**src/rtl/pcg_dxsm_sched_pkg.sv**
```systemverilog
// Shared types and constants for the PCG-DXSM request scheduler.
package pcg_dxsm_sched_pkg;

  // Core datapath widths.
  localparam int PCG_SEED_W = 128;
  localparam int PCG_OUT_W  = 64;

  // Seed loaded into the core after every asynchronous reset.
  localparam logic [PCG_SEED_W-1:0] PCG_DEFAULT_SEED =
    128'h0123456789ABCDEF_FEDCBA9876543210;

  // Scheduler phases: load seed, discard warm-up steps, serve requesters.
  typedef enum logic [1:0] {
    ST_SEED = 2'd0,
    ST_WARM = 2'd1,
    ST_RUN  = 2'd2
  } sched_state_e;

  // Next round-robin index with an explicit wrap, so that a non-power-of-2
  // requester count never produces an out-of-range pointer.
  function automatic int unsigned rr_next(input int unsigned idx, input int unsigned n);
    int unsigned nxt;
    nxt = idx + 32'd1;
    return (nxt >= n) ? 32'd0 : nxt;
  endfunction

endpackage

```
**src/rtl/pcg_dxsm_sched_if.sv**
```systemverilog
// Consumer-side bundle of the scheduler: requests, grants, random data and
// the reseed handshake.
interface pcg_dxsm_sched_if
  import pcg_dxsm_sched_pkg::*;
#(
  parameter int NUM_REQ = 4
) ();

  logic                  reseed;
  logic [PCG_SEED_W-1:0] seed_in;
  logic [NUM_REQ-1:0]    req;
  logic [NUM_REQ-1:0]    gnt;
  logic [PCG_OUT_W-1:0]  rnd_data;
  logic                  busy;

  // Consumers raise requests and reseeds; they receive grants and data.
  modport master (
    output reseed,
    output seed_in,
    output req,
    input  gnt,
    input  rnd_data,
    input  busy
  );

  // The scheduler sees the consumer requests and drives the grant side.
  modport slave (
    input  reseed,
    input  seed_in,
    input  req,
    output gnt,
    output rnd_data,
    output busy
  );

endinterface

```
**src/rtl/pcg_dxsm_sched_rr_arbiter.sv**
```systemverilog
// Combinational round-robin arbiter: rotate requests by the pointer, pick the
// lowest set bit, rotate the index back. Usable by any shared-core scheduler.
module rr_arbiter #(
  parameter int NUM_REQ = 4
) (
  input  logic [NUM_REQ-1:0]         req_i,
  input  logic [$clog2(NUM_REQ)-1:0] ptr_i,
  output logic                       any_o,
  output logic [NUM_REQ-1:0]         gnt_oh_o,
  output logic [$clog2(NUM_REQ)-1:0] gnt_idx_o
);

  localparam int IW = $clog2(NUM_REQ);

  logic [NUM_REQ-1:0] rot_s;
  logic [IW-1:0]      rot_idx_s;
  logic [IW:0]        sum_s;

  // Rotate so that the pointer position becomes bit 0; the modulo keeps the
  // wrap correct for non-power-of-2 requester counts.
  always_comb begin
    rot_s = '0;
    for (int i = 0; i < NUM_REQ; i++) begin
      rot_s[i] = req_i[IW'((i + int'(ptr_i)) % NUM_REQ)];
    end
  end

  // Fixed priority on the rotated vector: lowest set bit wins.
  always_comb begin
    rot_idx_s = '0;
    for (int i = NUM_REQ - 1; i >= 0; i--) begin
      rot_idx_s = rot_s[i] ? IW'(i) : rot_idx_s;
    end
  end

  // Rotate the winning index back into requester numbering.
  always_comb begin
    any_o = |req_i;
    sum_s = {1'b0, rot_idx_s} + {1'b0, ptr_i};
    if (sum_s >= (IW + 1)'(NUM_REQ)) begin
      gnt_idx_o = IW'(sum_s - (IW + 1)'(NUM_REQ));
    end else begin
      gnt_idx_o = sum_s[IW-1:0];
    end
    if (any_o) begin
      gnt_oh_o = {{(NUM_REQ - 1){1'b0}}, 1'b1} << gnt_idx_o;
    end else begin
      gnt_oh_o = '0;
    end
  end

endmodule

```
**src/rtl/pcg_dxsm_sched.sv**
```systemverilog
// Shares one PCG-DXSM core among NUM_REQ requesters. Owns the seeding
// sequence (seed load, warm-up discard) and delivers one word per cycle to
// the round-robin winner with one cycle of latency.
module pcg_dxsm_sched
  import pcg_dxsm_sched_pkg::*;
#(
  parameter int                    NUM_REQ      = 4,
  parameter int                    WARMUP       = 8,
  parameter logic [PCG_SEED_W-1:0] DEFAULT_SEED = PCG_DEFAULT_SEED
) (
  input  logic                  clk,
  input  logic                  rst,
  pcg_dxsm_sched_if.slave       bus,
  output logic                  core_rst_o,
  output logic                  core_en_o,
  output logic [PCG_SEED_W-1:0] core_seed_o,
  input  logic [PCG_OUT_W-1:0]  core_out_i
);

  localparam int            IW        = $clog2(NUM_REQ);
  localparam logic [7:0]    WARM_INIT = 8'(WARMUP);

  sched_state_e          state_q, state_d;
  logic [7:0]            warm_cnt_q, warm_cnt_d;
  logic [IW-1:0]         rr_ptr_q, rr_ptr_d;
  logic                  pend_q, pend_d;
  // One-hot form of the pending requester id; it is the grant bus directly.
  logic [NUM_REQ-1:0]    gnt_q, gnt_d;
  logic [PCG_SEED_W-1:0] seed_q, seed_d;
  logic                  busy_q, busy_d;
  logic [PCG_OUT_W-1:0]  rnd_hold_q;
  logic [PCG_OUT_W-1:0]  rnd_data_s;
  logic                  core_rst_s;
  logic                  core_en_s;

  logic                  arb_any_s;
  logic [NUM_REQ-1:0]    arb_oh_s;
  logic [IW-1:0]         arb_idx_s;

  rr_arbiter #(
    .NUM_REQ (NUM_REQ)
  ) u_arb (
    .req_i     (bus.req),
    .ptr_i     (rr_ptr_q),
    .any_o     (arb_any_s),
    .gnt_oh_o  (arb_oh_s),
    .gnt_idx_o (arb_idx_s)
  );

  // Phase sequencing, core control and issue decisions.
  always_comb begin
    state_d    = state_q;
    warm_cnt_d = warm_cnt_q;
    rr_ptr_d   = rr_ptr_q;
    pend_d     = 1'b0;
    gnt_d      = '0;
    seed_d     = seed_q;
    core_rst_s = 1'b0;
    core_en_s  = 1'b0;
    case (state_q)
      ST_SEED: begin
        core_rst_s = 1'b1;
        warm_cnt_d = WARM_INIT;
        if (WARM_INIT == 8'd0) begin
          state_d = ST_RUN;
        end else begin
          state_d = ST_WARM;
        end
      end
      ST_WARM: begin
        core_en_s  = 1'b1;
        warm_cnt_d = warm_cnt_q - 8'd1;
        if (warm_cnt_q <= 8'd1) begin
          state_d = ST_RUN;
        end else begin
          state_d = ST_WARM;
        end
      end
      ST_RUN: begin
        // Reseed wins over requests: no core step in the acceptance cycle.
        if (bus.reseed) begin
          seed_d  = bus.seed_in;
          state_d = ST_SEED;
        end else if (arb_any_s) begin
          core_en_s = 1'b1;
          pend_d    = 1'b1;
          gnt_d     = arb_oh_s;
          rr_ptr_d  = IW'(rr_next(32'(arb_idx_s), NUM_REQ));
        end else begin
          core_en_s = 1'b0;
          pend_d    = 1'b0;
        end
      end
      default: begin
        state_d = ST_SEED;
      end
    endcase
    busy_d = (state_d != ST_RUN);
  end

  // Word delivered this cycle comes straight from the core's output register;
  // otherwise the last delivered word is held.
  always_comb begin
    if (pend_q) begin
      rnd_data_s = core_out_i;
    end else begin
      rnd_data_s = rnd_hold_q;
    end
  end

  // Scheduler state; reset restarts seeding and aborts any pending delivery.
  always_ff @(posedge clk or posedge rst) begin
    if (rst) begin
      state_q    <= ST_SEED;
      warm_cnt_q <= 8'd0;
      rr_ptr_q   <= '0;
      pend_q     <= 1'b0;
      gnt_q      <= '0;
      seed_q     <= DEFAULT_SEED;
      busy_q     <= 1'b1;
      rnd_hold_q <= '0;
    end else begin
      state_q    <= state_d;
      warm_cnt_q <= warm_cnt_d;
      rr_ptr_q   <= rr_ptr_d;
      pend_q     <= pend_d;
      gnt_q      <= gnt_d;
      seed_q     <= seed_d;
      busy_q     <= busy_d;
      rnd_hold_q <= rnd_data_s;
    end
  end

  // The seed-load pulse is held off while rst is asserted so the core only
  // sees it in the cycle after reset is released.
  assign core_rst_o   = core_rst_s & ~rst;
  assign core_en_o    = core_en_s;
  assign core_seed_o  = seed_q;
  assign bus.gnt      = gnt_q;
  assign bus.rnd_data = rnd_data_s;
  assign bus.busy     = busy_q;

endmodule

```
**src/flat_wrapper.sv**
```systemverilog
// flat-port wrapper written by rule: the top's interface ports become plain ports
module pcg_dxsm_sched_flat import pcg_dxsm_sched_pkg::*;
#(
  parameter int                    NUM_REQ      = 4,
  parameter int                    WARMUP       = 8,
  parameter logic [PCG_SEED_W-1:0] DEFAULT_SEED = PCG_DEFAULT_SEED
)
  (clk, rst, core_rst_o, core_en_o, core_seed_o, core_out_i, bus_reseed, bus_seed_in, bus_req, bus_gnt, bus_rnd_data, bus_busy);
  pcg_dxsm_sched_if #(.NUM_REQ(NUM_REQ)) bus_i ();
  input  logic clk;
  input  logic rst;
  output logic core_rst_o;
  output logic core_en_o;
  output logic [PCG_SEED_W-1:0] core_seed_o;
  input  logic [PCG_OUT_W-1:0] core_out_i;
  input wire logic [$bits(bus_i.reseed)-1:0] bus_reseed;
  input wire logic [$bits(bus_i.seed_in)-1:0] bus_seed_in;
  input wire logic [$bits(bus_i.req)-1:0] bus_req;
  output wire logic [$bits(bus_i.gnt)-1:0] bus_gnt;
  output wire logic [$bits(bus_i.rnd_data)-1:0] bus_rnd_data;
  output wire logic [$bits(bus_i.busy)-1:0] bus_busy;
  assign bus_i.reseed = bus_reseed;
  assign bus_i.seed_in = bus_seed_in;
  assign bus_i.req = bus_req;
  assign bus_gnt = bus_i.gnt;
  assign bus_rnd_data = bus_i.rnd_data;
  assign bus_busy = bus_i.busy;
  pcg_dxsm_sched #(.NUM_REQ(NUM_REQ), .WARMUP(WARMUP), .DEFAULT_SEED(DEFAULT_SEED)) u_core (.clk(clk), .rst(rst), .bus(bus_i), .core_rst_o(core_rst_o), .core_en_o(core_en_o), .core_seed_o(core_seed_o), .core_out_i(core_out_i));
endmodule
```
**config.mk**
```make
export PLATFORM = sky130hd
export DESIGN_NAME = pcg_dxsm_sched_flat
export DESIGN_NICKNAME = d
export VERILOG_FILES = /design/src/rtl/pcg_dxsm_sched_pkg.sv /design/src/rtl/pcg_dxsm_sched_if.sv /design/src/rtl/pcg_dxsm_sched_rr_arbiter.sv /design/src/rtl/pcg_dxsm_sched.sv /design/src/flat_wrapper.sv
export SDC_FILE = /design/constraint.sdc
export NUM_CORES = 1
export LEC_CHECK = 0
export BUFFER_PORTS_ARGS = -buffer_cell sky130_fd_sc_hd__buf_4
export CELL_PAD_IN_SITES_DETAIL_PLACEMENT = 0
export CELL_PAD_IN_SITES_GLOBAL_PLACEMENT = 1
export CORE_UTILIZATION = 36
export CTS_CLUSTER_SIZE = 8
export DETAILED_ROUTE_END_ITERATION = 16
export MAX_ROUTING_LAYER = met4
export PLACE_DENSITY = 0.82
export SYNTH_ARGS = -nofsm -noshare
export SYNTH_HDL_FRONTEND = slang
export SYNTH_SLANG_ARGS = --single-unit
```
**constraint.sdc**
```tcl
create_clock -name clk -period 7.72 [get_ports clk]
set_input_delay 0.386 -clock clk [delete_from_list [all_inputs] [get_ports clk]]
set_output_delay 0.386 -clock clk [all_outputs]
set_load 0.01 [all_outputs]
```
Word-level counts from Yosys, hierarchy flattened:

Cells that the tools add are included.
Widths: inputs -> output; s select.

* bits in registers: 210
* latch bits: 0
* bits in writable memories: 0
* ROM bits: 0
* input bits: 199
* output and inout bits: 199
* logic and storage cells: 65
* memories kept: 0

* add/sub/neg operators: 7
* multipliers: 0
* div/mod/pow operators: 0
* magnitude comparators: 7
* eq/ne operators: 3
* shifts and indexed selects: 1
* mux-type cells: 31
* bitwise logic cells: 3
* reductions and logical operators: 5

Operator list (number)
* $mux 64: 1
* $lt 2x4->1 const B: 4
* $mux 2: 8
* $pmux 8 s2: 1
* $mux 1: 12
* $mux 4: 3
* $bmux 1 s2: 4
* $le 8x1->1 const B: 1
* $sub 8x1->8 const B: 1
* $ge 3x3->1 const B: 2
* $pmux 2 s3: 1
* $add 2x2->2 const A: 2
* $reduce_or 4->1: 1
* $shl 1x2->4 const A: 1
* $add 2x1->3 const B: 1
* $add 2x2->3: 1
* $reduce_and 3->1: 1
* $add 1x2->2 const A: 1
* $eq 2x1->1 const B: 1
* $eq 2x2->1 const B: 1
* $logic_not 2->1: 1
* $ne 2x2->1 const B: 1
* $not 1->1: 2
* $pmux 1 s2: 1
* 4 further kinds: 4

Logic depth before layout (Yosys ltp):

* depth in word-level cells: 15
* depth in mapped cells: 10
* gate-level depth less buffers: 9

Modules after synthesis:

Synthesis repeated with hierarchy kept, for this count alone.

* cells, all modules: 532
* area total of the unflattened synthesis: 8368.0 µm²

By module, submodules not included
* pcg_dxsm_sched: times used 1, cells an instance 495, area an instance 8077.7 µm², sequential area each 5336.4 µm²
* rr_arbiter: times used 1, cells an instance 37, area an instance 290.3 µm², sequential area each 0.0 µm²

Worst setup path before layout:

No wires, ideal clock.

* path kind: register to register
* from: reg u_core.rr_ptr_q[0]
* to: reg u_core.rr_ptr_q[1]
* library setup time: 0.127 ns
* arrival time: 2.304 ns
* required time: 7.593 ns
* setup slack: 5.289 ns
* stages on the path, launching flop included: 11
* path buffers: 1
* clock period less this slack: 2.431 ns
* path through: dfrtp_1 -> buf_2 -> nor2b_1 -> a221o_1 -> nand2_1 -> o221ai_1 -> ha_1 -> xnor2_1 -> xnor2_1 -> ha_1 -> mux2_1

* cells in the longest elaborated chain, start to end: 14
* elaborated cells between the ends (all ways): 26
* classes of those cells: add/sub: 6; order compare: 2; mux: 18

RTL lines
* start, declared: RTL line pcg_dxsm_sched.sv:25 `logic [IW-1:0] rr_ptr_q, rr_ptr_d;`
* start signal, assigned: RTL line pcg_dxsm_sched.sv:125 `rr_ptr_q <= rr_ptr_d;`
* $add 2x2->2: RTL line pcg_dxsm_sched_rr_arbiter.sv:24 `rot_s[i] = req_i[IW'((i + int'(ptr_i)) % NUM_REQ)];`
* $bmux 1 s2: RTL line pcg_dxsm_sched_rr_arbiter.sv:24
* $mux 1 (implied by the code) (2 in series): RTL line pcg_dxsm_sched_rr_arbiter.sv:24
* $mux 2 (4 in series): RTL line pcg_dxsm_sched_rr_arbiter.sv:32 `rot_idx_s = rot_s[i] ? IW'(i) : rot_idx_s;`
* $add 2x2->3 (*): RTL line pcg_dxsm_sched_rr_arbiter.sv:39 `sum_s = {1'b0, rot_idx_s} + {1'b0, ptr_i};`
* $ge 3x3->1 or $sub 2x1->2 (tied branches): RTL line pcg_dxsm_sched_rr_arbiter.sv:40, pcg_dxsm_sched_rr_arbiter.sv:41
* $mux 2 (*): RTL line pcg_dxsm_sched_rr_arbiter.sv:40 `if (sum_s >= (IW + 1)'(NUM_REQ)) begin`
* $add 2x1->3 (*): RTL line pcg_dxsm_sched_pkg.sv:23 `nxt = idx + 32'd1;`
* $ge 3x3->1: RTL line pcg_dxsm_sched_pkg.sv:24 `return (nxt >= n) ? 32'd0 : nxt;`
* $mux 2 (*): RTL line pcg_dxsm_sched_pkg.sv:24

Mark *: on every way between the ends. The rest lies on a longest branch, timed or not. The select of a mux whose other input is x is not followed.
A chain may end at the register's enable or synchronous reset.

Final worst setup path:

* from: reg u_core.state_q[0]
* to: reg u_core.seed_q[34] (netlist: u_core.core_seed_o[34])

* cells in the longest elaborated chain, start to end: 2

RTL lines
* start, declared: RTL line pcg_dxsm_sched.sv:23 `sched_state_e state_q, state_d;`
* start signal, assigned: RTL line pcg_dxsm_sched.sv:123 `state_q <= state_d;`
* $eq 2x2->1: RTL line pcg_dxsm_sched.sv:60 `case (state_q)`
* $reduce_and 2->1 (no line)
* end signal, assigned: RTL line pcg_dxsm_sched.sv:119 `seed_q <= DEFAULT_SEED;`
* end signal, assigned: RTL line pcg_dxsm_sched.sv:128 `seed_q <= seed_d;`
* end, declared: RTL line pcg_dxsm_sched.sv:29 `logic [PCG_SEED_W-1:0] seed_q, seed_d;`

No other way between the ends.

==> results.tsv <==
metric	value	unit
synth_top_area_share	43.7	%
first_pass_iters	4	
tightest_slew	1.11	ns
status	completed	
cp.required	8.13	ns
hold_viol	0	
nets	1142	
drtAntennaViolNets	0	
diodes	0	
cts_buffers	30	
synth_common_cells	mux2_2, dfrtp_1, dfstp_2	
grt_start_max_net_pins	142	
grt_pass1_wl	33400	µm
maxSlewHeadroom	26.1	%
yosys_warnings	0	
ys_seq_area_share	64.2	%
syn_nets	735	
postSynth.asyncResetShare	100	%
finalPower	4.93	mW
final.period_utilization	35.3	%
arrival	3.14	ns
crit_slowest_cell	buf_4	
cts_resized	0	
grt.overflow.total	0	
viasPerCell	4.63	
synth_most_common_cell	mux2_2	
yosys.area.top_type	dfrtp_1	
vias	5755	
antenna_found_initial	0	
io_pins	398	
post_cts_buffers	0	
die-area	0.0237	mm²
row_count	55	
path_cells	inv_1, ha_1, nand2_4, buf_4, mux2_2	
gp_congestion	0.777	
postSynthCellCount	527	
leakage	6.07	nW
root_buffer	clkbuf_16	
initial_utilization	36.7	%
syn_area	0.00831	mm²
yosysUniqueCellTypes	39	
rsz0062_at_grt	false	
worstSetupPathType	flop to flop	
drv_cap	0	
finalWirelength	21700	µm
dieHeight	154	µm
ctsHoldBuffers	0	
cts_buffer_depth	3	
cts_tree	built	
fin_setup_tns	0	ns
numClockSinks	210	
p_per_area	396	mW/mm²
hold_path.class	primary input to asynchronous set/reset pin	
grt_pass1_vias	6020	
slew_violations	0	
synth_edf_count	0	
synth_ff_type	dfrtp_1	
setup_viol	0	
synth.avg_cell_area	15.8	µm²
post-dp-hpwl	15700	µm
drtIter0Drc	185	
synth_seq_cells	210	
peakVddDrop	228	µV
holdWs	0.0430	ns
wl_per_cell	17.5	µm
cp-end-kind	flop	
drive_above_1_share	70.6	%
clk_pin_slew_worst_paths	0.05	ns
drc_errors	0	
worstPathMaxFanout	84	
grt_usage	18.5	%
synthTopCellsByArea	dfrtp_1, mux2_2, dfstp_2	
crit_path_start_kind	flop	
io_buffers	397	
htree_levels	1	
fmax	367	MHz
slowest_delay	0.92	ns
area_delta_synth_final	49.6	%
fillCellCount	1919	
fin_crit	2.73	ns
finClkSkew	0.0119	ns
core	0.0226	mm²
insertion_delay	0.53	ns
die-width	154	µm
==> placed cells by master, fill, tap and decap left out, types with 2 or more instances in the layout <==
master	instances
mux2_1	24
mux2_2	170
inv_1	8
ha_1	9
o22ai_2	2
xor2_1	2
nand3_1	3
o221ai_1	2
a31oi_1	5
nand2_1	15
o22ai_1	2
or3_1	2
dfrtp_1	144
o21a_1	2
nor2_1	8
dfstp_2	65
clkbuf_16	31
o21ai_0	5
nand2b_1	4
a21oi_1	3
mux2i_1	4
clkbuf_1	23
xnor2_1	2
nor3_1	3
buf_4	400
nor2b_1	2
==> layer usage <==
metal	wire (µm)	global-route usage, %	vias up
li1	-	-	2681
met1	8230	20.8	2794
met2	11200	31.7	232
met3	1580	4.85	48
met4	705	6.76	0
met5	0	-	-
==> flip-flops by register name, indices dropped and copies added, names as in the netlist <==
| register | cells |
|---|---|
| u_core.rnd_hold_q | 64 |
| u_core.rr_ptr_q | 2 |
| u_core.pend_q | 1 |
| u_core.bus.busy | 1 |
| u_core.warm_cnt_q | 8 |
| u_core.state_q | 2 |
| u_core.core_seed_o | 128 |
| u_core.bus.gnt | 4 |
==> logic make-up after synthesis <==
kind of cell	after synthesis	synth area share [%]
DFF	210	64.2
muxes	198	26.8
and+or+nand+nor	46	3.13
buffers and inverters	34	1.90
AOI/OAI and AO/OA	26	2.18
adders and majority gates	9	1.36
xor gates and xnor gates	4	0.422
==> critical path, delay by kind of cell (launching register included) <==
family | cells | cell delay (ns)
adders and majority gates | 1 | 0.24
buffers and inverters | 2 | 1.00
DFF | 1 | 0.37
muxes | 1 | 0.43
and+or+nand+nor | 1 | 0.45
==> path summary, 6_finish.rpt <==
check,from,endpoint,slack [ns],depth (start not counted)
setup / recovery,u_core.state_q[0],u_core.core_seed_o[34],4.99,5
hold / removal,rst,u_core.rr_ptr_q[0],0.04,2
setup reg to reg,u_core.state_q[0],u_core.core_seed_o[34],4.99,5
hold reg to reg,u_core.warm_cnt_q[7],u_core.warm_cnt_q[7],0.48,1
max in group asynchronous,rst,u_core.core_seed_o[115],6.23,3
min in group clk,bus_seed_in[36],u_core.core_seed_o[36],0.07,2
==> power breakdown <==
part	total [mW]	internal, mW	switching [mW]
clock network	1.20	0.741	0.459
logic	1.81	1.03	0.788
registers	1.91	1.68	0.230
==> per-stage QoR <==
stage	cells	util [%]	worst slack, ns	area, µm²
after global routing	1242	54.9	4.80	12400
after detailed placement	1187	51.1	5.00	11600
after floorplan	527	-	1.70	8310
final	1242	54.9	4.99	12400
after CTS	1242	54.9	4.99	12400
after global placement	1187	51.1	5.02	11600
==> area by class of cell <==
class                           instances  area [µm²]  share of cell area (%)
Inverter                                9        41.3                   0.332
Multi-Input combinational cell        283        2820                    22.7
Clock inverter                          1        7.51                  0.0604
Timing Repair Buffer                  400        3000                    24.2
Tap cell                              285         357                    2.87
Sequential cell                       210        5340                    42.9
Clock buffer                           54         862                    6.94
Note: power is estimated with default switching activity, not from simulation.
